<file path="src/rtl/axi_read_arbiter.sv">
// AXI3 read master shared by NUM_PORTS requesters: fixed priority, one outstanding burst,
// kseg0/kseg1 unmapping, a one-entry registered response buffer and per-port flush.
module axi_read_arbiter #(
    parameter int NUM_PORTS = 2,
    parameter int ADDR_W    = 32,
    parameter int DATA_W    = 32,
    parameter int PORT_W    = 1
) (
    input  logic                        clk,
    input  logic                        reset,
    input  logic [NUM_PORTS-1:0]        req_valid,
    input  logic [NUM_PORTS*ADDR_W-1:0] req_addr,
    input  logic [NUM_PORTS*4-1:0]      req_len,
    input  logic [NUM_PORTS-1:0]        req_flush,
    output logic [NUM_PORTS-1:0]        req_ready,
    output logic [NUM_PORTS-1:0]        rsp_valid,
    input  logic [NUM_PORTS-1:0]        rsp_ready,
    output logic [DATA_W-1:0]           rsp_data,
    output logic                        rsp_last,
    output logic                        rsp_err,
    output logic                        busy,
    output logic [PORT_W-1:0]           active_port,
    output logic [3:0]                  arid,
    output logic [ADDR_W-1:0]           araddr,
    output logic [3:0]                  arlen,
    output logic [2:0]                  arsize,
    output logic [1:0]                  arburst,
    output logic [1:0]                  arlock,
    output logic [3:0]                  arcache,
    output logic [2:0]                  arprot,
    output logic                        arvalid,
    input  logic                        arready,
    input  logic [3:0]                  rid,
    input  logic [DATA_W-1:0]           rdata,
    input  logic [1:0]                  rresp,
    input  logic                        rlast,
    input  logic                        rvalid,
    output logic                        rready
);

    typedef enum logic [1:0] {S_IDLE, S_ADDR, S_DATA} state_t;

    state_t                 r_state;
    logic                   r_arvalid;
    logic [NUM_PORTS-1:0]   r_req_ready;
    logic                   r_buf_v;
    logic [DATA_W-1:0]      r_rsp_data;
    logic                   r_rsp_last;
    logic                   r_rsp_err;
    logic                   r_discard;
    logic                   r_last_seen;
    logic [ADDR_W-1:0]      r_araddr;
    logic [3:0]             r_arlen;
    logic [3:0]             r_beat;
    logic [PORT_W-1:0]      r_port;

    logic                   w_any;
    logic [PORT_W-1:0]      w_sel;
    logic [NUM_PORTS-1:0]   w_grant;
    logic [ADDR_W-1:0]      w_sel_addr;
    logic [3:0]             w_sel_len;
    logic                   w_flush;
    logic                   w_rsp_rdy;
    logic                   w_rready;
    logic                   w_beat;
    logic                   w_drop;
    logic                   w_load;
    logic [3:0]             w_arid;
    logic                   w_unused;

    // kseg0 (100) and kseg1 (101) both alias physical memory from address zero
    function automatic logic [ADDR_W-1:0] map_addr(input logic [ADDR_W-1:0] a);
        logic [ADDR_W-1:0] m;
        m = a;
        if (a[31:30] == 2'b10) m[31:29] = 3'b000;
        return m;
    endfunction

    function automatic logic beat_err(input logic [1:0] resp, input logic last,
                                      input logic [3:0] beat, input logic [3:0] len);
        return (resp != 2'b00) || (last && (beat != len)) || (!last && (beat == len));
    endfunction

    always_comb begin
        w_any   = |req_valid;
        w_sel   = '0;
        for (int i = NUM_PORTS - 1; i >= 0; i--) begin
            if (req_valid[i]) w_sel = PORT_W'(i);
        end
        w_grant        = '0;
        w_grant[w_sel] = w_any;
    end

    assign w_sel_addr = req_addr[int'(w_sel)*ADDR_W +: ADDR_W];
    assign w_sel_len  = req_len[int'(w_sel)*4 +: 4];
    assign w_flush    = req_flush[r_port];
    assign w_rsp_rdy  = rsp_ready[r_port];
    // Once rlast has been taken no further beat belongs to this burst
    assign w_rready   = (r_state == S_DATA) && !r_last_seen && (r_discard || !r_buf_v || w_rsp_rdy);
    assign w_beat     = rvalid && w_rready;
    assign w_drop     = r_discard || w_flush;
    assign w_load     = w_beat && !w_drop;

    always_ff @(posedge clk) begin
        if (!reset) begin
            r_state     <= S_IDLE;
            r_arvalid   <= 1'b0;
            r_req_ready <= '0;
            r_buf_v     <= 1'b0;
            r_rsp_data  <= '0;
            r_rsp_last  <= 1'b0;
            r_rsp_err   <= 1'b0;
            r_discard   <= 1'b0;
            r_last_seen <= 1'b0;
            r_araddr    <= '0;
            r_arlen     <= '0;
            r_beat      <= '0;
            r_port      <= '0;
        end else begin
            r_req_ready <= '0;
            case (r_state)
                S_IDLE: begin
                    if (w_any) begin
                        r_port      <= w_sel;
                        r_araddr    <= map_addr(w_sel_addr);
                        r_arlen     <= w_sel_len;
                        r_arvalid   <= 1'b1;
                        r_req_ready <= w_grant;
                        r_discard   <= 1'b0;
                        r_state     <= S_ADDR;
                    end
                end
                S_ADDR: begin
                    if (w_flush) r_discard <= 1'b1;
                    if (arready) begin
                        r_arvalid   <= 1'b0;
                        r_beat      <= '0;
                        r_last_seen <= 1'b0;
                        r_state     <= S_DATA;
                    end
                end
                S_DATA: begin
                    if (w_beat && rlast) r_last_seen <= 1'b1;
                    if (w_load) begin
                        r_rsp_data <= rdata;
                        r_rsp_last <= rlast;
                        r_rsp_err  <= beat_err(rresp, rlast, r_beat, r_arlen);
                        r_beat     <= r_beat + 4'd1;
                    end
                    if (w_flush) r_discard <= 1'b1;
                    if (w_load) r_buf_v <= 1'b1;
                    else if (w_drop || w_rsp_rdy) r_buf_v <= 1'b0;
                    if (r_last_seen && (w_drop || !r_buf_v || w_rsp_rdy)) begin
                        r_state   <= S_IDLE;
                        r_buf_v   <= 1'b0;
                        r_discard <= 1'b0;
                    end
                end
                default: r_state <= S_IDLE;
            endcase
        end
    end

    always_comb begin
        w_arid         = '0;
        w_arid[PORT_W-1:0] = r_port;
        rsp_valid      = '0;
        rsp_valid[r_port] = r_buf_v && !r_discard;
    end

    assign w_unused    = ^rid;
    assign req_ready   = r_req_ready;
    assign rsp_data    = r_rsp_data;
    assign rsp_last    = r_rsp_last;
    assign rsp_err     = r_rsp_err;
    assign busy        = (r_state != S_IDLE);
    assign active_port = r_port;
    assign arid        = w_arid;
    assign araddr      = r_araddr;
    assign arlen       = r_arlen;
    assign arsize      = 3'($clog2(DATA_W / 8));
    assign arburst     = 2'b01;
    assign arlock      = 2'b00;
    assign arcache     = 4'b0000;
    assign arprot      = 3'b001;
    assign arvalid     = r_arvalid;
    assign rready      = w_rready;

endmodule

</file>
<file path="config.mk">
export PLATFORM = sky130hd
export DESIGN_NAME = axi_read_arbiter
export DESIGN_NICKNAME = d
export VERILOG_FILES = /design/src/rtl/axi_read_arbiter.sv
export SDC_FILE = /design/constraint.sdc
export NUM_CORES = 1
export LEC_CHECK = 0
export ABC_CLOCK_PERIOD_IN_PS = 1700
export BUFFER_PORTS_ARGS = -buffer_cell sky130_fd_sc_hd__buf_2
export CAP_MARGIN = 10
export CORE_MARGIN = 2
export CORE_UTILIZATION = 40
export DETAILED_ROUTE_END_ITERATION = 10
export PLACE_DENSITY = 0.76
export SYNTH_ARGS = -nofsm -noshare
export SYNTH_HDL_FRONTEND = slang
export SYNTH_SLANG_ARGS = --single-unit
</file>
<file path="constraint.sdc">
create_clock -name clk -period 1.7 [get_ports clk]
set_input_delay 0.17 -clock clk [delete_from_list [all_inputs] [get_ports clk]]
set_output_delay 0.17 -clock clk [all_outputs]
set_load 0.05 [all_outputs]
</file>
==> results of run 1 <==
[state kept, by name, summed over array words and instances, names as in the netlist]
signal,cells
arlen,4
rsp_data,32
req_ready,2
r_state,2
r_buf_v,1
rsp_last,1
r_beat,4
araddr,32
arvalid,1
r_discard,1
rsp_err,1
r_last_seen,1
active_port,1
[routing by layer]
layer,GRT usage (%),wire length (um),vias up
met2,31.27,5180,204
li1,-,-,1939
met3,5.898,1005,9
met4,7.385,131,0
met1,19.67,4225,1797
met5,0,0,-
[where the power goes]
group          switching (mW)  total (mW)  internal [mW]
sequential              0.125        2.29           2.16
clock                   0.731        1.50          0.765
combinational            1.58        2.29          0.703
[worst max-delay path by stage]
stage | from | to | slack, ns | cells after the start
2_1_floorplan | active_port | rsp_data[14] | 0.004 | 6
3_3_place_gp | active_port | rsp_data[13] | 0.02 | 5
3_5_place_dp | active_port | rsp_data[12] | -0.05 | 5
4_1_cts | active_port | r_beat[0] | 0.002 | 5
5_1_grt | r_state[1] | r_beat[3] | -0.04 | 7
6_report | active_port | r_beat[0] | 0.02 | 5
[critical path, cell delays in order (launching register included)]
cell and delay, ns:
dfxtp_4 0.40, mux2_4 0.35, or3_4 0.36, buf_6 0.14, o2111ai_1 0.17, o311ai_1 0.13
[cells in the final DEF, fill, tap and decap left out, types with 5 or more instances in the layout]
master	n
a211oi_1	35
a21oi_1	39
buf_2	193
buf_4	15
clkbuf_8	11
conb_1	17
dfxtp_1	82
ha_1	5
inv_1	6
mux2i_1	35
nand2_1	9
nand3_1	39
nor2_1	42
o21ai_1	30
[area by class of cell]
type | instances | area (um2) | share of cell area (%)
multi-input combinational | 313 | 2021 | 37.87
sequential | 83 | 1665 | 31.21
timing repair buffer | 218 | 1246 | 23.35
tap | 133 | 166.4 | 3.118
clock buffer | 11 | 151.4 | 2.837
clock inverter | 5 | 60.06 | 1.125
inverter | 7 | 26.28 | 0.4924
[per-stage QoR]
stage               setup WS, ns  power [mW]  cells  hold WS (ns)
floorplan               0.004150       3.929    458        0.3177
global placement         0.01619       4.434    748        0.4246
detailed placement      -0.05207       4.478    748        0.4302
CTS                     0.001521       5.984    764       0.04380
global route            -0.03570       6.382    770       0.05414
finish                   0.01836       6.072    770       0.06324
[cell families (layout without fill, tap and decap cells)]
| family | Yosys count | after routing | share of synthesized area (%) |
|---|---|---|---|
| compound gates | 134 | 134 | 21.76 |
| simple gates | 114 | 114 | 13.64 |
| flops | 83 | 83 | 42.62 |
| buf+inv | 62 | 241 | 9.146 |
| mux | 38 | 38 | 9.917 |
| fa+ha+maj | 5 | 5 | 1.605 |
| xor+xnor | 5 | 5 | 1.123 |
| other cells | 2 | 17 | 0.1926 |
[repair_timing]
| action | CTS | global route |
|---|---|---|
| buffers inserted | 0 | 4 |
| pin swaps | 0 | 4 |
| setup endpoints to repair | 6 | 22 |
| resized for setup | 5 | 16 |
| cloned | 0 | 2 |
==> summary.txt, run 1 <==
Critical path
  – Signal arrival time at the worst endpoint: 1.91 ns
  – Worst Setup End Kind: register
  – Reg2Reg Depth: 5
  – Crit path kind: reg -> reg
  – Capturing point of the worst reg2reg path: r_beat[0]
  – Launch point of the worst reg-to-reg path: active_port
  – Required time of the critical path: 1.92 ns
  – Critical path startpoint category: register
  – Flop2flop setup slack: 0.02 ns
  – Worst-path maximum fanout: 7

Global routing
  – Total gr overflow: 0
  – Maximum number of pins on one net before global-route repair: 74
  – Global-route total usage across every layer: 17.78%
  – Number of antenna violations at the first check in global routing: 0
  – Wire length of the first global-routing pass: 14.93 mm
  – Number of global-route vias before repair: 3393

Detailed routing
  – Avg Vias per Cell: 5.129
  – First-pass iteration count of the detailed router: 5
  – Number of vias in the routed layout: 3949
  – Remaining antenna violation count: 0
  – Average detailed-routed wire length per instance: 13.69 um
  – Post-detailed-routing wire length: 10.54 mm
  – Iter 0 DRT Violations: 118
  – Detailed-route DRC error count: 0

Yosys
  – Top FF cell, synth: dfxtp_1
  – Synthesis-stage register bit count: 83
  – Top cell type's share of synthesized area: 42.62%
  – Top post-synthesis cells by area: dfxtp_1, mux2i_1, a211oi_1, a21oi_1, nand3_1
  – Most repeated cell in the gate-level netlist after synthesis: dfxtp_1
  – Cell taking the most area after synthesis: dfxtp_1
  – Count of unique library cells instantiated by Yosys: 48
  – Number of flops mapped to enable cells by yosys: 0
  – Share of synthesized area occupied by flip-flops and latches: 42.62%
  – Avg Inst Size Synth: 8.801 um2
  – Top cells by count, synth: dfxtp_1, nor2_1, a21oi_1, nand3_1, mux2i_1
  – Async SR Flop Fraction: 0%
  – Warning count from the yosys run: 0
  – Netlist area before placement: 3899 um2
  – Instance count of the mapped netlist: 443

Placement
  – Placed cell area: 4967 um2
  – Final weighted congestion in routability-driven placement: 0.7465
  – Number of I/O port buffers: 195
  – Estimated wirelength of the detail-placed design: 7.526 mm

Clock tree
  – Worst skew pair latency: 0.36 ns
  – Clock tree from TritonCTS: done
  – CTS H-tree lvls: 3
  – Clock-pin transition on the worst setup and hold timing paths: 0.09 ns
  – Number of buffers inserted during clock tree synthesis: 9
  – Number of hold buffers added after CTS: 0
  – Sink count of the clock tree: 83
  – Root buf cell: clkbuf_8
  – Maximum clock insertion buffer count: 2

Final layout
  – Total of fill cells in the finished design: 903
  – Post-route cell area: 5336 um2
  – Share of layout cells above drive strength 1: 40.03%
  – Antenna Diode Count: 0
  – Total Nets Final: 758
  – Layout-stage area growth over the synthesis result: 36.87%
  – Final cell utilization of the core: 55.62%

STA
  – Fin crit share: 98.92%
  – Fmax achieved: 0.5947 GHz
  – Setup TNS: 0 ns
  – Number of pins with negative max-slew slack in the final report: 0
  – Worst Skew: 0.01578 ns
  – RSZ-0062 raised after global routing: yes
  – Tmin final: 1.682 ns
  – Total of endpoints with negative setup slack in the final report: 0
  – Hold Fails Final Rpt: 0

Outcome
  – Outcome: complete, no violations

Hold path
  – Endpoint with the worst hold slack: rsp_data[1]
  – Hold path startpoint: rdata[1]
  – Worst min-delay path category: in -> reg
  – Hold depth: 3

Die
  – I/O pin total: 217
  – Core Region: 9594 um2
  – Die area: 10550 um2
  – Initial core utilization: 40.64%
  – Die Width: 102.7 um
  – Die outline height: 102.7 um
  – Count of standard-cell rows: 36

Power
  – Power per cell area: 1138 nW/um2
  – Leakage power total: 2.455 nW
  – Worst vdd rail ir drop: 0.5709 mV

Job
  – Max-capacitance violation count: 0
No activity file was read; power rests on OpenSTA's default activity.
==> inputs of run 2 (changes only) <==
REMOVE_ABC_BUFFERS = 1   (was not set)
==> summary.txt, run 2 (same netlist as run 1, synthesis figures left out) <==
Die
  – Die Width: 102.7 um (unchanged)
  – Initial core utilization: 40.64% (unchanged)
  – I/O pin total: 217 (unchanged)
  – Die area: 10550 um2 (unchanged)
  – Count of standard-cell rows: 36 (unchanged)
  – Die outline height: 102.7 um (unchanged)
  – Core Region: 9594 um2 (unchanged)

Detailed routing
  – Iter 0 DRT Violations: 128 (was 118)
  – Average detailed-routed wire length per instance: 14.12 um (was 13.69 um)
  – Number of vias in the routed layout: 3934 (was 3949)
  – Remaining antenna violation count: 0 (unchanged)
  – Avg Vias per Cell: 5.050 (was 5.129)
  – Post-detailed-routing wire length: 11.00 mm (was 10.54 mm)
  – First-pass iteration count of the detailed router: 4 (was 5)
  – Detailed-route DRC error count: 0 (unchanged)

Critical path
  – Critical path startpoint category: register (unchanged)
  – Crit path kind: reg -> reg (unchanged)
  – Worst Setup End Kind: register (unchanged)
  – Slowest stage cell on the critical path: dfxtp_4 (unchanged)
  – Reg2Reg Depth: 6 (was 5)
  – Worst-path maximum fanout: 4 (was 7)
  – Largest stage delay on the critical path: 0.37 ns (was 0.40 ns)
  – Signal arrival time at the worst endpoint: 1.91 ns (about the same)
  – Cell-by-cell trace of the critical path: mux2_4 > buf_6 > o31ai_4 > buf_4 > a211o_1 > o2111a_1 (was mux2_4 > or3_4 > buf_6 > o2111ai_1 > o311ai_1)
  – Required time of the critical path: 1.98 ns (was 1.92 ns)

Global routing
  – Number of antenna violations at the first check in global routing: 0 (unchanged)
  – Number of global-route vias before repair: 3664 (was 3393)
  – Global-route total usage across every layer: 19.89% (was 17.78%)
  – Maximum number of pins on one net before global-route repair: 73 (was 74)
  – Wire length of the first global-routing pass: 16.82 mm (was 14.93 mm)
  – Total gr overflow: 0 (unchanged)

Job
  – Max-capacitance violation count: 0 (unchanged)

Clock tree
  – Clock-pin transition on the worst setup and hold timing paths: 0.09 ns (about the same)
  – Worst skew pair latency: 0.34 ns (was 0.36 ns)
  – Maximum clock insertion buffer count: 2 (unchanged)
  – Number of hold buffers added after CTS: 0 (unchanged)
  – Number of buffers inserted during clock tree synthesis: 9 (unchanged)
  – Root buf cell: clkbuf_8 (unchanged)
  – Clock tree from TritonCTS: done (unchanged)
  – Sink count of the clock tree: 83 (unchanged)
  – CTS H-tree lvls: 3 (unchanged)

Power
  – Leakage power total: 2.534 nW (was 2.455 nW)
  – Power per cell area: 1182 nW/um2 (was 1138 nW/um2)
  – Total power after layout: 6.551 mW (was 6.072 mW)
  – Worst vdd rail ir drop: 0.8012 mV (was 0.5709 mV)

Final layout
  – Commonest non-fill, non-tap cells in the layout: buf_2, dfxtp_1, nor2_1, nand3_1, a21oi_1 (was buf_2, dfxtp_1, nor2_1, a21oi_1, nand3_1)
  – Post-route cell area: 5540 um2 (was 5336 um2)
  – Share of layout cells above drive strength 1: 43.34% (was 40.03%)
  – Post-layout instance count excluding filler cells: 779 (was 770)
  – Antenna Diode Count: 0 (unchanged)
  – Most common cell after layout, fill and taps aside: buf_2 (unchanged)
  – Layout-stage area growth over the synthesis result: 42.11% (was 36.87%)
  – Total Nets Final: 769 (was 758)

STA
  – Fmax achieved: 0.6128 GHz (was 0.5947 GHz)
  – Relative max-transition margin: 43.74%
  – Worst Skew: 0.008899 ns (was 0.01578 ns)
  – Hold Fails Final Rpt: 0 (unchanged)
  – Fin crit share: 95.99% (was 98.92%)
  – Final Worst Setup Slack: 0.06824 ns (was 0.01836 ns)
  – RSZ-0062 raised after global routing: yes (unchanged)
  – Total of endpoints with negative setup slack in the final report: 0 (unchanged)
  – Number of pins with negative max-slew slack in the final report: 0 (unchanged)
  – Tmin final: 1.632 ns (was 1.682 ns)
  – Transition time at the pin with the least slew margin: 0.8440 ns

Placement
  – Post-Place Worst Slack: -0.06394 ns (was -0.05207 ns)
  – Final weighted congestion in routability-driven placement: 0.7698 (was 0.7465)
  – Post-placement cell count: 757 (was 748)
  – Placed cell area: 5056 um2 (was 4967 um2)
  – Number of I/O port buffers: 195 (unchanged)
  – Estimated wirelength of the detail-placed design: 8.021 mm (was 7.526 mm)

Hold path
  – Worst min-delay path category: in -> reg (unchanged)
  – Hold depth: 3 (unchanged)

Outcome
  – Outcome: complete, no violations (unchanged)
[run 2: cell type report]
class,count,area (um2)
Clock inverter,5,127.6
Timing Repair Buffer,229,1356
Sequential cell,83,1668
Tap cell,133,166.4
Clock buffer,9,123.9
Multi-Input combinational cell,313,2072
Inverter,7,26.28
Fill cell,869,4054
[run 2: final timing paths]
check / from / to / slack (ns)
worst max register to register: active_port / r_state[1] / 0.07
worst min register to register: rsp_data[6] / rsp_data[6] / 0.48
worst max-delay path: active_port / r_state[1] / 0.07
worst min-delay path: rdata[27] / rsp_data[27] / 0.07
[run 2: metrics by stage]
step	TNS [ns]	hold slack [ns]	util (%)
after detailed placement	-0.3838	0.4293	52.70
after global placement	-0.07186	0.4241	52.70
final	0	0.07025	57.75
after global routing	0	0.05767	57.75
after CTS	0	0.05215	55.46
after floorplan	-154.76	0.2875	-
[run 2: routing by layer]
layer  up-vias  global-route usage [%]  wire length, um
met5         -                       0                0
met4         0                   3.897               68
met3         6                   7.322              927
met2       142                   35.34             5502
met1      1824                   23.04             4503
li1       1962                       -                -
[run 2: what timing repair did]
action,in CTS,in global routing
gates cloned,0,2
setup endpoints to repair,25,72
buffers inserted,0,6
pin swaps,0,3
gates resized for setup,4,38
[run 2: power breakdown]
part,switching (mW),internal (mW)
sequential,0.128,2.17
combinational,1.63,0.820
clock,0.694,1.11
total,2.46,4.09
[run 2: worst max-delay path: cells and delay by family (launching register included)]
family	cells	cell delay, ns
buffers and inverters	2	0.31
flip-flops	1	0.37
multiplexers	1	0.31
AO/OA/AOI/OAI	3	0.57
